## config.mk

```make
export PLATFORM = sky130hd
export DESIGN_NAME = dbus_uart_tx
export DESIGN_NICKNAME = d
export VERILOG_FILES = /design/src/rtl/dbus_uart_tx.sv
export SDC_FILE = /design/constraint.sdc
export NUM_CORES = 1
export LEC_CHECK = 0
export CORE_ASPECT_RATIO = 1.5
export CORE_MARGIN = 10
export CORE_UTILIZATION = 35
export CTS_BUF_LIST = sky130_fd_sc_hd__clkbuf_4 sky130_fd_sc_hd__clkbuf_8
export CTS_CLUSTER_DIAMETER = 40
export CTS_CLUSTER_SIZE = 12
export DETAILED_ROUTE_END_ITERATION = 10
export GPL_TIMING_DRIVEN = 0
export SETUP_SLACK_MARGIN = 0.5
export SLEW_MARGIN = 25
export SYNTH_ARGS = -nofsm -noshare
export SYNTH_HDL_FRONTEND = slang
export SYNTH_SLANG_ARGS = --single-unit
```

## constraint.sdc

```tcl
create_clock -name clk -period 6.15 [get_ports clk]
set_input_delay 0.615 -clock clk [delete_from_list [all_inputs] [get_ports clk]]
set_output_delay 0.615 -clock clk [all_outputs]
set_load 0.01 [all_outputs]
```

## src/rtl/dbus_uart_tx.sv

```systemverilog
// Data-bus mapped 8N1 UART transmitter: TXDATA/STATUS/DIVISOR/CTRL window, byte FIFO, serializer.
// Optional TX-done interrupt built when DBUS_UART_TX_IRQ_EN is defined.
module dbus_uart_tx #(
   parameter logic [31:0] BASE_ADDR    = 32'h1000_0000,
   parameter int          FIFO_DEPTH   = 8,
   parameter int          CLKS_PER_BIT = 16
) (
   input  logic        clk,
   input  logic        rst_n,
   input  logic [31:0] data_addr,
   input  logic [31:0] data_wdata,
   input  logic        data_we,
   input  logic        data_re,
   output logic [31:0] data_rdata,
   output logic        hit,
   output logic        uart_tx,
   output logic        irq
);
   localparam int AW = $clog2(FIFO_DEPTH);
   localparam logic [AW:0]   CNT_ONE  = (AW+1)'(1);
   localparam logic [AW:0]   CNT_FULL = (AW+1)'(FIFO_DEPTH);
   localparam logic [AW-1:0] PTR_ONE  = AW'(1);

   typedef enum logic [1:0] {S_IDLE, S_START, S_DATA, S_STOP} state_e;

   state_e        state_q, state_d;
   logic [7:0]    fifo_mem_q [FIFO_DEPTH];
   logic [AW-1:0] wr_ptr_q, wr_ptr_d, rd_ptr_q, rd_ptr_d;
   logic [AW:0]   count_q, count_d;
   logic          ovf_q, ovf_d;
   logic [15:0]   div_q, div_d, div_lat_q, div_lat_d, baud_q, baud_d;
   logic [2:0]    bit_q, bit_d;
   logic [7:0]    shift_q, shift_d;
   logic          tx_q, tx_d, irq_en_q, irq_en_d, irq_q, irq_d;

   logic       wr_en, push, push_ok, launch, baud_end, empty, full, busy;
   logic [1:0] reg_sel;
   logic [3:0] cnt4;
   logic       unused_ok;

   assign hit      = data_addr[31:4] == BASE_ADDR[31:4];
   assign reg_sel  = data_addr[3:2];
   assign wr_en    = data_we && hit;
   assign push     = wr_en && (reg_sel == 2'd0);
   assign empty    = count_q == '0;
   assign full     = count_q == CNT_FULL;
   assign busy     = state_q != S_IDLE;
   assign baud_end = baud_q == (div_lat_q - 16'd1);
   // A new frame starts from IDLE or straight out of the last stop-bit clock.
   assign launch   = !empty && ((state_q == S_IDLE) || ((state_q == S_STOP) && baud_end));
   assign push_ok  = push && (!full || launch);
   assign cnt4     = 4'(count_q);
   assign unused_ok = &{1'b0, data_wdata[31:16], data_addr[1:0]};

   always_comb begin
      state_d   = state_q;
      shift_d   = shift_q;
      bit_d     = bit_q;
      baud_d    = baud_q + 16'd1;
      div_lat_d = div_lat_q;
      tx_d      = tx_q;
      unique case (state_q)
         S_IDLE: begin
            baud_d = '0;
            tx_d   = 1'b1;
         end
         S_START: if (baud_end) begin
            state_d = S_DATA;
            baud_d  = '0;
            tx_d    = shift_q[0];
         end
         S_DATA: if (baud_end) begin
            baud_d = '0;
            if (bit_q == 3'd7) begin
               state_d = S_STOP;
               tx_d    = 1'b1;
            end else begin
               shift_d = shift_q >> 1;
               bit_d   = bit_q + 3'd1;
               tx_d    = shift_q[1];
            end
         end
         S_STOP: if (baud_end) begin
            state_d = S_IDLE;
            baud_d  = '0;
            tx_d    = 1'b1;
         end
      endcase
      if (launch) begin
         state_d   = S_START;
         shift_d   = fifo_mem_q[rd_ptr_q];
         div_lat_d = div_q;
         bit_d     = '0;
         baud_d    = '0;
         tx_d      = 1'b0;
      end
   end

   always_comb begin
      wr_ptr_d = push_ok ? wr_ptr_q + PTR_ONE : wr_ptr_q;
      rd_ptr_d = launch  ? rd_ptr_q + PTR_ONE : rd_ptr_q;
      unique case ({push_ok, launch})
         2'b10:   count_d = count_q + CNT_ONE;
         2'b01:   count_d = count_q - CNT_ONE;
         default: count_d = count_q;
      endcase
      ovf_d = ovf_q;
      if (push && full && !launch)
         ovf_d = 1'b1;
      else if (wr_en && (reg_sel == 2'd1) && data_wdata[8])
         ovf_d = 1'b0;
      div_d = div_q;
      if (wr_en && (reg_sel == 2'd2))
         div_d = (data_wdata[15:0] == 16'd0) ? 16'd1 : data_wdata[15:0];
`ifdef DBUS_UART_TX_IRQ_EN
      irq_en_d = (wr_en && (reg_sel == 2'd3)) ? data_wdata[0] : irq_en_q;
      // Computed from next-state so the flop rises as the stop bit ends and drops on the push edge.
      irq_d    = irq_en_d && (state_d == S_IDLE) && (count_d == '0);
`else
      irq_en_d = 1'b0;
      irq_d    = 1'b0;
`endif
   end

   always_ff @(posedge clk) begin
      if (push_ok)
         fifo_mem_q[wr_ptr_q] <= data_wdata[7:0];
   end

   always_ff @(posedge clk or posedge rst_n) begin
      if (rst_n) begin
         state_q   <= S_IDLE;
         wr_ptr_q  <= '0;
         rd_ptr_q  <= '0;
         count_q   <= '0;
         ovf_q     <= 1'b0;
         div_q     <= 16'(CLKS_PER_BIT);
         div_lat_q <= 16'(CLKS_PER_BIT);
         baud_q    <= '0;
         bit_q     <= '0;
         shift_q   <= '0;
         tx_q      <= 1'b1;
         irq_en_q  <= 1'b0;
         irq_q     <= 1'b0;
      end else begin
         state_q   <= state_d;
         wr_ptr_q  <= wr_ptr_d;
         rd_ptr_q  <= rd_ptr_d;
         count_q   <= count_d;
         ovf_q     <= ovf_d;
         div_q     <= div_d;
         div_lat_q <= div_lat_d;
         baud_q    <= baud_d;
         bit_q     <= bit_d;
         shift_q   <= shift_d;
         tx_q      <= tx_d;
         irq_en_q  <= irq_en_d;
         irq_q     <= irq_d;
      end
   end

   always_comb begin
      data_rdata = '0;
      if (data_re && hit) begin
         unique case (reg_sel)
            2'd0: data_rdata = '0;
            2'd1: data_rdata = {23'd0, ovf_q, cnt4, 1'b0, empty, full, busy};
            2'd2: data_rdata = {16'd0, div_q};
            2'd3: data_rdata = {31'd0, irq_en_q};
         endcase
      end
   end

   assign uart_tx = tx_q;
   assign irq     = irq_q;
endmodule

```

==> metrics.yaml <==
status: "finished, final reports clean"
core_area_um2: 19100
slew_viol_final: 0
reg2reg_depth: 18
place_hpwl_mm: 12.2
synth.distinct_cells: 59
ioPinCount: 103
synth_ff_type: "dfrtp_1"
async_flop_share: 0.533
cts_setup_buffers: 0
diodes: 0
use_met3: 0.0306
power.static_leakage_uw: 0.00334
syn_inst: 525
cts_resized: 0
place_congestion: 0.815
synth_mux_area_frac: 0.128
hold_class: "input port to asynchronous set/reset pin"
drive_above_1_share: 0.183
top_usage_layer: "met2"
wl_per_cell_um: 17.4
synth-simple-area-share: 0.129
total_power_uw: 1750
cts_tree: "yes"
powerDensity_nw_per_um2: 212
vdd_drop_max_mv: 0.122
synth_warnings: 0
ctsHoldBuffers: 0
finalCritPeriodShare: 0.728
cp_top_family: "compound AO/OA/AOI/OAI gates"
synth-compound-area-share: 0.0643
grt_antenna_before_repair: 0
cts_made_buffers: 17
final_antenna_net_count: 0
dr.pass1.iters: 6
cp-startpoint: "div_lat_q[0]"
row_count: 62
fin_tns_setup_ns: 0
clkLatencyLatePin_ns: 0.44
drv_cap: 0
syn_area_um2: 6740
synth_top_family_by_area: "simple AND/OR/NAND/NOR gates"
rr_startpoint: "div_lat_q[0]"
met2_usage: 0.229
synth_edf_count: 64
die_h_um: 190
reg2reg_setup_slack_ns: 1.68
max_stage_delay_ns: 0.53
numPortBuffers: 67
cp-endpoint: "cnt4[3]"
yosys.area_share.adder: 0.0271
period_needed_ns: 4.47
dr.first_iter.drc_count: 264
hold_viol_final: 0
clockBufferDepth: 2
seq_area_frac_synth: 0.557
root_buffer: "clkbuf_8"
fmax_ghz: 0.224
tightest_slew_ns: 0.816
grt_setup_unrepaired: "false"
slowest_stage: "a2111oi_0"
die_area_um2: 25300
die_x_um: 133
maxSlewHeadroom: 0.454
gr-usage-all-layers: 0.126
worstSetupPathType: "register to register"
skew_ns: 0.0118
path_cells: "inv_1 -> ha_1 -> or4b_1 -> clkbuf_1 -> a2111oi_0 -> nor3_1 -> a211o_1 -> nor3_1 -> a21o_1 -> clkbuf_1 -> nand3_1 -> inv_1 -> ha_1 -> a21o_1 -> a21oi_1 -> a2111oi_0 -> a211o_1 -> nand3_1"
avgViaCountPerCell: 4.89
grt-ovfl-total: 0
fill_cells: 1811
setup_viol: 0
num_vias: 4390
wl_mm: 15.6
worstPathArrival_ns: 4.80
worstPathRequired_ns: 6.48
netlist_top_cells_area: "edfxtp_1 (29%), dfrtp_1 (26%), mux2_2 (5.7%)"
clock-sinks: 137
netlist.area_leader.share: 0.285
nets: 710
critPathLaunchType: "register"
grt_max_degree: 55
start_util: 0.353
clk_pin_slew_ns: 0.09
path_buf_inv: 4
grt_pass1_wl_mm: 25.3
r2r-end: "cnt4[3]"
regArea_um2: 3750
worstPathMaxFanout: 9
syn_area_per_cell_um2: 12.8
worstSetupPathDepth: 18
synth-xor-area-share: 0.0572
route.detailed.drc: 0
use_met1: 0.136
htree_levels: 4
grt_pass1_vias: 4660
yosysTopAreaCell: "edfxtp_1"
syn_to_final_growth_pct: 22.0
endpoint_kind: "register"
multi_input_area_um2: 2810
synth-seq-cells: 137
==> power breakdown <==
part | internal, µW | switching, µW | leakage, µW
combinational | 38.3 | 33.8 | 0.00161
clock | 304 | 412 | 0.000195
sequential | 958 | 0.00000463 | 0.00154
total | 1300 | 445 | 0.00334
==> final cells by class <==
class                           count  share of cell area
Inverter                           11             0.00533
Multi-Input combinational cell    357               0.341
Tap cell                          256              0.0390
Clock buffer                       17              0.0285
Timing Repair Buffer               68              0.0849
Sequential cell                   137               0.456
Buffer                             36              0.0251
Clock inverter                     15              0.0195
==> cell usage in the layout (no fill, tap or decap), types with 4 or more instances in the layout <==
cell type	Yosys	final
nand2b_1	4	4
nor4_1	12	12
o21ai_0	8	8
dfrtp_1	70	70
a21oi_1	11	11
conb_1	1	17
mux2_2	34	34
inv_1	11	10
clkbuf_1	15	15
mux2i_1	12	12
mux4_2	16	16
nand2_1	20	20
nor3_1	14	12
edfxtp_1	64	64
a211oi_1	8	8
and3_1	6	6
clkbuf_8	0	17
xnor2_1	29	29
nor2b_1	10	10
inv_8	0	5
a22oi_1	7	7
buf_4	17	17
ha_1	13	13
nand3_1	20	20
xor2_1	15	15
and2_1	11	11
clkdlybuf4s50_1	0	67
nor2_1	45	45
a211o_1	4	4
==> cells by family after synthesis <==
group	Yosys count
other cells	1
mux	62
xor+xnor	44
simple gates	160
fa+ha+maj	14
compound gates	60
flops	137
buf+inv	47
==> worst min-delay path by stage <==
| stage | end | slack (ns) | cells after the start |
|---|---|---|---|
| after CTS | div_lat_q[0] | 0.47 | 2 |
| final | baud_q[6] | 0.48 | 2 |
| after detailed placement | uart_tx | 0.48 | 2 |
| after floorplan | div_q[0] | 0.47 | 2 |
| after global routing | baud_q[6] | 0.49 | 2 |
| after global placement | uart_tx | 0.47 | 2 |
==> synth_stat cells, types with 2 or more instances <==
cell       instances
dfrtp_1           70
edfxtp_1          64
nor2_1            45
mux2_2            34
xnor2_1           29
nand2_1           20
nand3_1           20
buf_4             17
mux4_2            16
clkbuf_1          15
xor2_1            15
nor3_1            14
ha_1              13
mux2i_1           12
nor4_1            12
a21oi_1           11
and2_1            11
inv_1             11
nor2b_1           10
a211oi_1           8
o21ai_0            8
a22oi_1            7
and3_1             6
a211o_1            4
nand2b_1           4
a2111oi_0          3
buf_1              3
dfstp_2            3
nand3b_1           3
a21o_1             2
a31oi_1            2
a32oi_1            2
o21a_1             2
o21bai_1           2
o31ai_1            2
or3_1              2
==> registers in the layout, summed over array words and instances (netlist names) <==
name / count
div_lat_q: 16
fifo_mem_q: 64
cnt4: 4
wr_ptr_q: 3
shift_q: 8
div_q: 16
rd_ptr_q: 3
bit_q: 3
state_q: 2
uart_tx: 1
ovf_q: 1
baud_q: 16
==> stage by stage <==
step | setup WS (ns) | std cells | hold slack [ns] | cell area, µm² | util
CTS | 1.66 | 897 | 0.469 | 8220 | 0.431
finish | 1.68 | 897 | 0.483 | 8220 | 0.431
floorplan | 2.34 | 541 | 0.468 | 6800 | -
global route | 1.31 | 897 | 0.488 | 8220 | 0.431
global placement | 1.42 | 864 | 0.474 | 7790 | 0.408
detailed placement | 1.63 | 865 | 0.480 | 7830 | 0.410
==> routing by layer <==
| layer | up-vias | share of wire | routed length (µm) |
|---|---|---|---|
| met3 | 22 | 0.039 | 613 |
| li1 | 2120 | - | - |
| met5 | - | 0 | 0 |
| met2 | 83 | 0.55 | 8520 |
| met4 | 0 | 0.028 | 430 |
| met1 | 2165 | 0.39 | 6010 |
No activity file was read; power rests on OpenSTA's default activity.
